$ cat config.mk
export PLATFORM = sky130hd
export DESIGN_NAME = pc_stack_seq
export DESIGN_NICKNAME = d
export VERILOG_FILES = /design/src/rtl/pc_stack_seq.sv
export SDC_FILE = /design/constraint.sdc
export NUM_CORES = 1
export LEC_CHECK = 0
export CAP_MARGIN = 20
export CORE_MARGIN = 2
export CORE_UTILIZATION = 25
export CTS_BUF_LIST = sky130_fd_sc_hd__clkbuf_4
export DETAILED_ROUTE_END_ITERATION = 6
export GPL_TIMING_DRIVEN = 0
export HOLD_SLACK_MARGIN = 0.03
export SKIP_LAST_GASP = 1
export SYNTH_ARGS = -nofsm -noshare
export SYNTH_HDL_FRONTEND = slang
export SYNTH_SLANG_ARGS = --single-unit
$ cat constraint.sdc
create_clock -name CLK_main -period 1.57 [get_ports CLK_main]
set_input_delay 0.2355 -clock CLK_main [delete_from_list [all_inputs] [get_ports CLK_main]]
set_output_delay 0.2355 -clock CLK_main [all_outputs]
set_load 0.02 [all_outputs]
$ cat src/rtl/pc_stack_seq.sv
// Program sequencer: LFSR-stepped low PC, page register and a shift-style return stack.
// Latency: single cycle; an op sampled at a rising edge is visible on every output right after it.
// Backpressure: none; en=0 freezes all state, err_clr acts regardless of en.
module pc_stack_seq #(
  parameter int unsigned PL_W = 6,
  parameter int unsigned PU_W = 4,
  parameter logic [PL_W-1:0] TAPS = 6'b000011,
  parameter int unsigned DEPTH = 4,
  parameter logic [PU_W-1:0] CALL_PAGE = '1,
  parameter bit OVF_MODE = 1'b0,
  localparam int unsigned AW = PU_W + PL_W,
  localparam int unsigned SPW = $clog2(DEPTH + 1)
) (
  input  logic            CLK_main,
  input  logic            RESET,
  input  logic            en,
  input  logic [2:0]      op,
  input  logic [PL_W-1:0] tgt_pl,
  input  logic [PU_W-1:0] tgt_pu,
  input  logic            err_clr,
  output logic [AW-1:0]   pc,
  output logic [AW-1:0]   top,
  output logic [SPW-1:0]  sp_cnt,
  output logic            stk_ovf,
  output logic            stk_unf
);

  localparam logic [2:0] OP_NEXT  = 3'b000;
  localparam logic [2:0] OP_SKIP  = 3'b001;
  localparam logic [2:0] OP_JMP   = 3'b010;
  localparam logic [2:0] OP_LJMP  = 3'b011;
  localparam logic [2:0] OP_CALL  = 3'b100;
  localparam logic [2:0] OP_RET   = 3'b101;
  localparam logic [2:0] OP_RETSK = 3'b110;

  // One LFSR step of the low field; the page is carried through untouched.
  // All-ones PL is a fixed point with the default taps and is deliberately left so.
  function automatic logic [AW-1:0] step(input logic [AW-1:0] a);
    logic fb;
    fb = ~^(a[PL_W-1:0] & TAPS);
    return {a[AW-1:PL_W], fb, a[PL_W-1:1]};
  endfunction

  logic [AW-1:0]  stk    [DEPTH];
  logic [AW-1:0]  stk_nx [DEPTH];
  logic [AW-1:0]  pc_nx;
  logic [SPW-1:0] sp_nx;
  logic           ovf_set;
  logic           unf_set;
  logic           full;
  logic           empty;

  // Entries above sp_cnt are kept at zero, so entry 0 doubles as the popped value
  // and reads as zero on an empty stack.
  assign top   = stk[0];
  assign full  = (sp_cnt == SPW'(DEPTH));
  assign empty = (sp_cnt == '0);

  // Next-state for pc, stack and pointer, plus error events for this cycle.
  always_comb begin
    pc_nx   = pc;
    stk_nx  = stk;
    sp_nx   = sp_cnt;
    ovf_set = 1'b0;
    unf_set = 1'b0;
    if (en) begin
      case (op)
        OP_NEXT: pc_nx = step(pc);
        OP_SKIP: pc_nx = step(step(pc));
        OP_JMP:  pc_nx = {pc[AW-1:PL_W], tgt_pl};
        OP_LJMP: pc_nx = {tgt_pu, tgt_pl};
        OP_CALL: begin
          pc_nx = {CALL_PAGE, tgt_pl};
          if (full) begin
            ovf_set = 1'b1;
          end else begin
            sp_nx = sp_cnt + SPW'(1);
          end
          // In reject mode a full stack keeps its contents and the return address is dropped.
          if (!(full && OVF_MODE)) begin
            for (int i = DEPTH - 1; i > 0; i--) stk_nx[i] = stk[i-1];
            stk_nx[0] = step(pc);
          end
        end
        OP_RET, OP_RETSK: begin
          pc_nx = (op == OP_RETSK) ? step(stk[0]) : stk[0];
          if (empty) begin
            unf_set = 1'b1;
          end else begin
            sp_nx = sp_cnt - SPW'(1);
            for (int i = 0; i < DEPTH - 1; i++) stk_nx[i] = stk[i+1];
            stk_nx[DEPTH-1] = '0;
          end
        end
        default: ; // HOLD
      endcase
    end
  end

  // State registers; a new error in the same cycle as err_clr keeps its flag set.
  always_ff @(posedge CLK_main or posedge RESET) begin
    if (RESET) begin
      pc      <= '0;
      sp_cnt  <= '0;
      stk_ovf <= 1'b0;
      stk_unf <= 1'b0;
      for (int i = 0; i < DEPTH; i++) stk[i] <= '0;
    end else begin
      pc      <= pc_nx;
      sp_cnt  <= sp_nx;
      stk_ovf <= ovf_set | (stk_ovf & ~err_clr);
      stk_unf <= unf_set | (stk_unf & ~err_clr);
      for (int i = 0; i < DEPTH; i++) stk[i] <= stk_nx[i];
    end
  end

endmodule

==> impl_metrics.prom, run 1 <==
# TYPE chip_impl_metric gauge
chip_impl_metric{name="whs",unit="ps"} 147
chip_impl_info{name="mostFrequentLayoutCells",value="dfrtp_1, buf_4, mux2i_1"} 1
chip_impl_metric{name="finalMaxSlewViolations",unit=""} 0
chip_impl_metric{name="cts-buffers-inserted",unit=""} 5
chip_impl_metric{name="postCtsHoldBufs",unit=""} 0
chip_impl_info{name="critPathLaunchType",value="register"} 1
chip_impl_metric{name="growth_of_design_area_from_synthesis_to_finish",unit="%"} 49.4
chip_impl_info{name="hp-start",value="en"} 1
chip_impl_metric{name="largest_net_degree_at_the_start_of_global_routing",unit=""} 31
chip_impl_metric{name="post-route-period-util",unit="%"} 115
chip_impl_info{name="synth_top_flop_cell",value="dfrtp_1"} 1
chip_impl_info{name="crit_chain",value="buf_6 > buf_6 > ha_4 > or4_4 > a211oi_2 > xor2_1"} 1
chip_impl_metric{name="drive_above_1_share",unit="%"} 40.4
chip_impl_metric{name="htreeDepth",unit=""} 2
chip_impl_info{name="critical-path-top-cell-by-count",value="buf_6"} 1
chip_impl_metric{name="count_of_buffers_from_port_buffering",unit=""} 39
chip_impl_metric{name="multi_input_area",unit="um^2"} 1650
chip_impl_metric{name="drc",unit=""} 3
chip_impl_metric{name="post_synth_num_cell_types",unit=""} 41
chip_impl_info{name="critPathTopFamily",value="simple AND/OR/NAND/NOR gates"} 1
chip_impl_metric{name="antenna-diode-count",unit=""} 0
chip_impl_metric{name="die-area",unit="um^2"} 12800
chip_impl_info{name="worstSetupStartpoint",value="sp_cnt[0]"} 1
chip_impl_metric{name="finalWorstSetupSlack",unit="ps"} -243
chip_impl_metric{name="grt.total_usage",unit="%"} 14.4
chip_impl_metric{name="synth_fp_nets",unit=""} 335
chip_impl_metric{name="postRouteWirelength",unit="um"} 9280
chip_impl_metric{name="routed_wire_length_per_instance",unit="um"} 17.0
chip_impl_metric{name="ys_warn_count",unit=""} 0
chip_impl_info{name="critical_path.endpoint_type",value="register"} 1
chip_impl_metric{name="initial_utilization",unit="%"} 25.8
chip_impl_metric{name="antenna_violations_before_repair",unit=""} 0
chip_impl_metric{name="report.final.setup_viol",unit=""} 43
chip_impl_info{name="run_status",value="finished with violations"} 1
chip_impl_metric{name="worst_path_largest_cell_delay",unit="ps"} 510
chip_impl_metric{name="timing.final.hold_violations",unit=""} 0
chip_impl_metric{name="rows",unit=""} 39
chip_impl_info{name="layout.cells.most_common",value="dfrtp_1"} 1
chip_impl_metric{name="power.density",unit="nW/um^2"} 1370
chip_impl_metric{name="clock_latency",unit="ps"} 400
chip_impl_metric{name="final_period_demand_of_the_worst_path",unit="ps"} 1810
chip_impl_metric{name="layout.area.seq",unit="um^2"} 1390
chip_impl_metric{name="io-pin-count",unit=""} 42
chip_impl_info{name="tritoncts",value="done"} 1
chip_impl_info{name="timing.rr.start",value="sp_cnt[0]"} 1
chip_impl_metric{name="cts.reportedPaths.clkPinSlew",unit="ps"} 180
chip_impl_info{name="violations",value="design-rule violations, negative setup slack"} 1
chip_impl_metric{name="synth_enable_flop_cells",unit=""} 0
chip_impl_metric{name="dpl.hpwl",unit="um"} 5510
chip_impl_metric{name="synth_area",unit="um^2"} 2980
chip_impl_info{name="worst-setup-path-type",value="reg -> reg"} 1
chip_impl_metric{name="fill_cells",unit=""} 1099
chip_impl_info{name="routed.top_layer",value="met4"} 1
chip_impl_metric{name="max_cap_violations",unit=""} 0
chip_impl_metric{name="tritoncts_num_sinks",unit=""} 55
chip_impl_metric{name="detailroute.wirelength.met2",unit="um"} 4990
chip_impl_metric{name="finalPower",unit="uW"} 6100
chip_impl_metric{name="wire_length_of_the_first_global_routing_pass",unit="um"} 14600
chip_impl_info{name="clockRootBuffer",value="clkbuf_4"} 1
chip_impl_metric{name="via_count",unit=""} 2678
chip_impl_metric{name="leakage",unit="uW"} 0.00212
chip_impl_metric{name="ant_nets",unit=""} 0
chip_impl_metric{name="gr-total-overflow",unit=""} 0
chip_impl_metric{name="fin_nets",unit=""} 420
chip_impl_metric{name="clock_tree.buffer_depth",unit=""} 2
chip_impl_info{name="hold_path_class",value="in -> reg"} 1
chip_impl_metric{name="via_count_of_the_first_global_routing_pass",unit=""} 2785
chip_impl_metric{name="post-place-ws",unit="ps"} -1330
chip_impl_metric{name="chipHeight",unit="um"} 113
chip_impl_metric{name="drt-met1-wl",unit="um"} 3730
chip_impl_metric{name="globalplace.congestion",unit=""} 0.881
chip_impl_metric{name="detailedRoute.firstPassIterationCount",unit=""} 6
chip_impl_metric{name="avgViaCountPerCell",unit=""} 4.90
chip_impl_metric{name="worst_skew",unit="ps"} 14.2
chip_impl_metric{name="worst-endpoint-arrival",unit="ps"} 2140
chip_impl_info{name="unrepaired_setup_endpoints_after_global_routing",value="true"} 1
chip_impl_metric{name="max_vdd_drop",unit="mV"} 0.478
chip_impl_info{name="timing.critical_path.slowest_stage_cell",value="or4_4"} 1
chip_impl_metric{name="asyncSetResetFlopFracSynth",unit="%"} 100
chip_impl_metric{name="design.core.area",unit="um^2"} 11500
chip_impl_metric{name="maxClockFrequency",unit="MHz"} 552
chip_impl_metric{name="floorplan.die.width",unit="um"} 113
chip_impl_metric{name="synth-seq-cells",unit=""} 55
chip_impl_metric{name="slew-limit-headroom",unit="%"} 54.8
chip_impl_metric{name="routed_length_on_met3",unit="um"} 451
chip_impl_metric{name="seq_area_frac_synth",unit="%"} 46.3
chip_impl_metric{name="worst_pin_slew",unit="ps"} 677
chip_impl_metric{name="initialDrtViolationCount",unit=""} 233
chip_impl_metric{name="critical_path_peak_fanout",unit=""} 3
chip_impl_metric{name="syn-instance-count",unit=""} 317
chip_impl_metric{name="cp_num_buf_inv",unit=""} 2
chip_impl_metric{name="post_synth.cell_area_avg",unit="um^2"} 9.39
chip_impl_metric{name="critPathRequiredTime",unit="ps"} 1900
[through the flow]
| stage | area [um^2] | util, % | setup TNS [ps] | instances |
|---|---|---|---|---|
| floorplan | 3010 | - | -716 | 317 |
| global placement | 3570 | 31.0 | -25390 | 499 |
| detailed placement | 3590 | 31.2 | -24080 | 500 |
| CTS | 4250 | 36.9 | -5830 | 537 |
| global route | 4450 | 38.6 | -6540 | 546 |
| finish | 4450 | 38.6 | -4260 | 546 |
[area by class of cell]
class,instances,share of cell area [%]
well taps,143,4.02
multi-input cells,217,37.1
clock buffers,5,0.844
repair buffers,82,18.7
inverters,12,1.10
clock inverters,3,0.985
plain buffers,29,6.02
flip-flops and latches,55,31.2
[power breakdown]
part           internal, uW  leakage, uW  switching (uW)
clock                   336    0.0000452             502
combinational          1470      0.00138            1360
sequential             1890     0.000698             531
total                  3700      0.00212            2400
[worst paths after layout]
path                             endpoint  slack [ps]  cells past startpoint
worst min register to register     stk[4]         510                      2
worst min-delay path                pc[8]         150                      2
worst max register to register  sp_cnt[2]        -240                      6
worst max-delay path            sp_cnt[2]        -240                      6
min in group asynchronous           pc[6]         250                      2
max in group asynchronous           pc[2]         740                      3
[cells in the mapped netlist, drive strengths merged (2+ instances only)]
master  count  share of area (%)
o31ai       6                1.5
o22ai       3               0.63
nor2       13                1.6
mux2i      30                 10
dfrtp      55                 46
o21ai      53                8.9
xnor2       4                1.4
a21oi       5               0.84
a32oi       6                1.8
xor2        2               0.59
nand3       2               0.34
buf        26                6.7
nand2      64                8.1
clkbuf      7               0.97
inv        12                1.5
nor2b       4                1.0
a22o        8                2.4
or3         2               0.42
[repair_timing]
item | 4_1_cts | 5_1_grt
buffers inserted | 21 | 17
cloned | 8 | 1
gates resized for setup | 142 | 78
hold endpoints to repair | 0 | 0
endpoints found under the setup margin | 70 | 48
pin swaps | 28 | 21
[registers in the layout, summed over array words and instances, names as in the netlist]
name,count
top,10
stk_ovf,1
pc,10
stk_unf,1
stk,30
sp_cnt,3
[routing by layer]
metal / GRT usage (%) / vias to the layer above
met5: 0 / -
met4: 4.80 / 0
met3: 2.52 / 14
met2: 26.0 / 68
met1: 17.4 / 1341
li1: - / 1255
[cell families (layout without fill, tap and decap cells)]
family          after synthesis  after routing  synth area share, %
fa+ha+maj                     1              1                0.420
flops                        55             55                 46.3
simple gates                 91             91                 13.2
buf+inv                      45            131                 9.21
xor+xnor                      6              6                 2.02
compound gates               88             88                 18.3
mux                          31             31                 10.6
No activity file was read; power rests on OpenSTA's default activity.
==> run 2: changes to the inputs <==
- CORE_UTILIZATION: 25 -> 50
- PLACE_DENSITY_LB_ADDON: default -> 0.12
==> impl_metrics.prom, run 2 (synthesized netlist as in run 1, its figures left out) <==
# TYPE chip_impl_metric gauge
chip_impl_info{name="clockRootBuffer",value="clkbuf_4"} 1
chip_impl_info{name="violations",value="negative setup slack"} 1
chip_impl_metric{name="post-route-period-util",unit="%"} 113
chip_impl_metric{name="design.core.area",unit="um^2"} 5850
chip_impl_metric{name="dpl.hpwl",unit="um"} 5000
chip_impl_metric{name="max_cap_violations",unit=""} 0
chip_impl_metric{name="detailedRoute.firstPassIterationCount",unit=""} 4
chip_impl_metric{name="antenna-diode-count",unit=""} 0
chip_impl_metric{name="finalPower",unit="uW"} 5760
chip_impl_metric{name="growth_of_design_area_from_synthesis_to_finish",unit="%"} 44.6
chip_impl_info{name="unrepaired_setup_endpoints_after_global_routing",value="true"} 1
chip_impl_metric{name="finalWorstSetupSlack",unit="ps"} -206
chip_impl_metric{name="drive_above_1_share",unit="%"} 37.8
chip_impl_info{name="critPathLaunchType",value="register"} 1
chip_impl_metric{name="count_of_buffers_from_port_buffering",unit=""} 39
chip_impl_metric{name="chipHeight",unit="um"} 81.1
chip_impl_metric{name="report.final.setup_viol",unit=""} 43
chip_impl_metric{name="floorplan.die.width",unit="um"} 81.1
chip_impl_metric{name="clock_latency",unit="ps"} 390
chip_impl_info{name="mostFrequentLayoutCells",value="dfrtp_1, nand2_1, buf_4"} 1
chip_impl_metric{name="power.density",unit="nW/um^2"} 1340
chip_impl_info{name="run_status",value="finished with violations"} 1
chip_impl_metric{name="gr-total-overflow",unit=""} 0
chip_impl_info{name="largest_register",value="stk"} 1
chip_impl_metric{name="antenna_violations_before_repair",unit=""} 0
chip_impl_metric{name="avgViaCountPerCell",unit=""} 5.60
chip_impl_metric{name="via_count",unit=""} 2660
chip_impl_metric{name="slew-limit-headroom",unit="%"} 65.1
chip_impl_metric{name="fin_nets",unit=""} 417
chip_impl_metric{name="tritoncts_num_sinks",unit=""} 55
chip_impl_metric{name="worst_skew",unit="ps"} 17.2
chip_impl_metric{name="wire_length_of_the_first_global_routing_pass",unit="um"} 13100
chip_impl_metric{name="largest_net_degree_at_the_start_of_global_routing",unit=""} 42
chip_impl_metric{name="cts-buffers-inserted",unit=""} 5
chip_impl_metric{name="post-place-ws",unit="ps"} -1340
chip_impl_metric{name="max_vdd_drop",unit="mV"} 0.856
chip_impl_metric{name="timing.final.hold_violations",unit=""} 0
chip_impl_metric{name="largest_register_ff_count",unit=""} 30
chip_impl_metric{name="initialDrtViolationCount",unit=""} 125
chip_impl_metric{name="grt.total_usage",unit="%"} 26.6
chip_impl_info{name="critical_path.endpoint_type",value="register"} 1
chip_impl_metric{name="rows",unit=""} 28
chip_impl_metric{name="worst_pin_slew",unit="ps"} 524
chip_impl_metric{name="worst-endpoint-arrival",unit="ps"} 2070
chip_impl_metric{name="globalplace.congestion",unit=""} 0.851
chip_impl_info{name="layout.cells.most_common",value="dfrtp_1"} 1
chip_impl_metric{name="htreeDepth",unit=""} 2
chip_impl_metric{name="postCtsHoldBufs",unit=""} 0
chip_impl_metric{name="ant_nets",unit=""} 0
chip_impl_metric{name="drc",unit=""} 0
chip_impl_info{name="tritoncts",value="done"} 1
chip_impl_metric{name="final_period_demand_of_the_worst_path",unit="ps"} 1780
chip_impl_metric{name="io-pin-count",unit=""} 42
chip_impl_metric{name="critPathRequiredTime",unit="ps"} 1860
chip_impl_metric{name="finalMaxSlewViolations",unit=""} 0
chip_impl_metric{name="cts.reportedPaths.clkPinSlew",unit="ps"} 160
chip_impl_metric{name="via_count_of_the_first_global_routing_pass",unit=""} 2507
chip_impl_metric{name="maxClockFrequency",unit="MHz"} 563
chip_impl_info{name="worst-setup-path-type",value="reg -> reg"} 1
chip_impl_info{name="hold_path_class",value="in -> async"} 1
chip_impl_metric{name="routed_wire_length_per_instance",unit="um"} 18.1
chip_impl_metric{name="die-area",unit="um^2"} 6580
chip_impl_metric{name="clock_tree.buffer_depth",unit=""} 2
chip_impl_metric{name="leakage",unit="uW"} 0.00212
chip_impl_metric{name="fill_cells",unit=""} 394
chip_impl_metric{name="critical_path_peak_fanout",unit=""} 7
chip_impl_metric{name="postRouteWirelength",unit="um"} 8580
chip_impl_metric{name="initial_utilization",unit="%"} 50.9
[run 2: cell types whose count changed in the layout (fill, tap and decap cells not counted), sizes merged]
cell / delta
buf: -9
clkbuf: +9
clkdlybuf4s15: -2
bufinv: -1
clkinv: -1
dlymetal6s2s: +1
[run 2: stage by stage]
step                      TNS (ps)  util [%]  hold WS, ps  instance area, um^2  std cells
after CTS                    -4130      68.8          156                 4030        465
after global routing         -8380      73.5          169                 4300        475
final                        -6210      73.5          161                 4300        475
after global placement      -24650      59.6          465                 3490        431
after floorplan               -716         -          310                 3010        317
after detailed placement    -23570      60.0          472                 3510        432
[run 2: final timing paths]
kind	startpoint	to	slack (ps)	cells after the start
min in group CLK_main	en	pc[8]	160	2
min	RESET	top[7]	160	2
max reg2reg	sp_cnt[0]	top[2]	-210	7
max	sp_cnt[0]	top[2]	-210	7
min reg2reg	stk[7]	stk[7]	510	2
max in group asynchronous	RESET	top[1]	890	3
[run 2: what timing repair did]
item / CTS / global route
gates resized for setup: 119 / 65
pin swaps: 30 / 22
endpoints found under the setup margin: 72 / 46
gates cloned: 5 / 4
buffers inserted: 21 / 9
[run 2: area by class of cell]
| type | count | area (um^2) | area share [%] |
|---|---|---|---|
| buffer | 31 | 312 | 7.24 |
| clock buffer | 7 | 52.6 | 1.22 |
| clock inverter | 1 | 5.00 | 0.116 |
| inverter | 12 | 48.8 | 1.13 |
| multi-input combinational | 217 | 1570 | 36.6 |
| sequential | 55 | 1390 | 32.2 |
| tap | 75 | 93.8 | 2.18 |
| timing repair buffer | 77 | 830 | 19.3 |
[run 2: power breakdown]
group,internal [uW],switching (uW)
sequential,1890,500
combinational,1390,1320
clock,211,448
[run 2: per-layer routing]
layer  up-vias  wire length, um  GRT usage (%)
li1       1255                -              -
met1      1321             3540           35.4
met2        71             4480           45.0
met3        13              421           4.89
met4         0              139           6.61
met5         -                0              0
[run 2: worst max-delay path: stages (launching register included)]
cell	delay [ps]
dfrtp_2	450
or3_4	410
o2111ai_4	220
buf_6	150
buf_12	140
buf_4	140
buf_16	120
o21ai_2	50
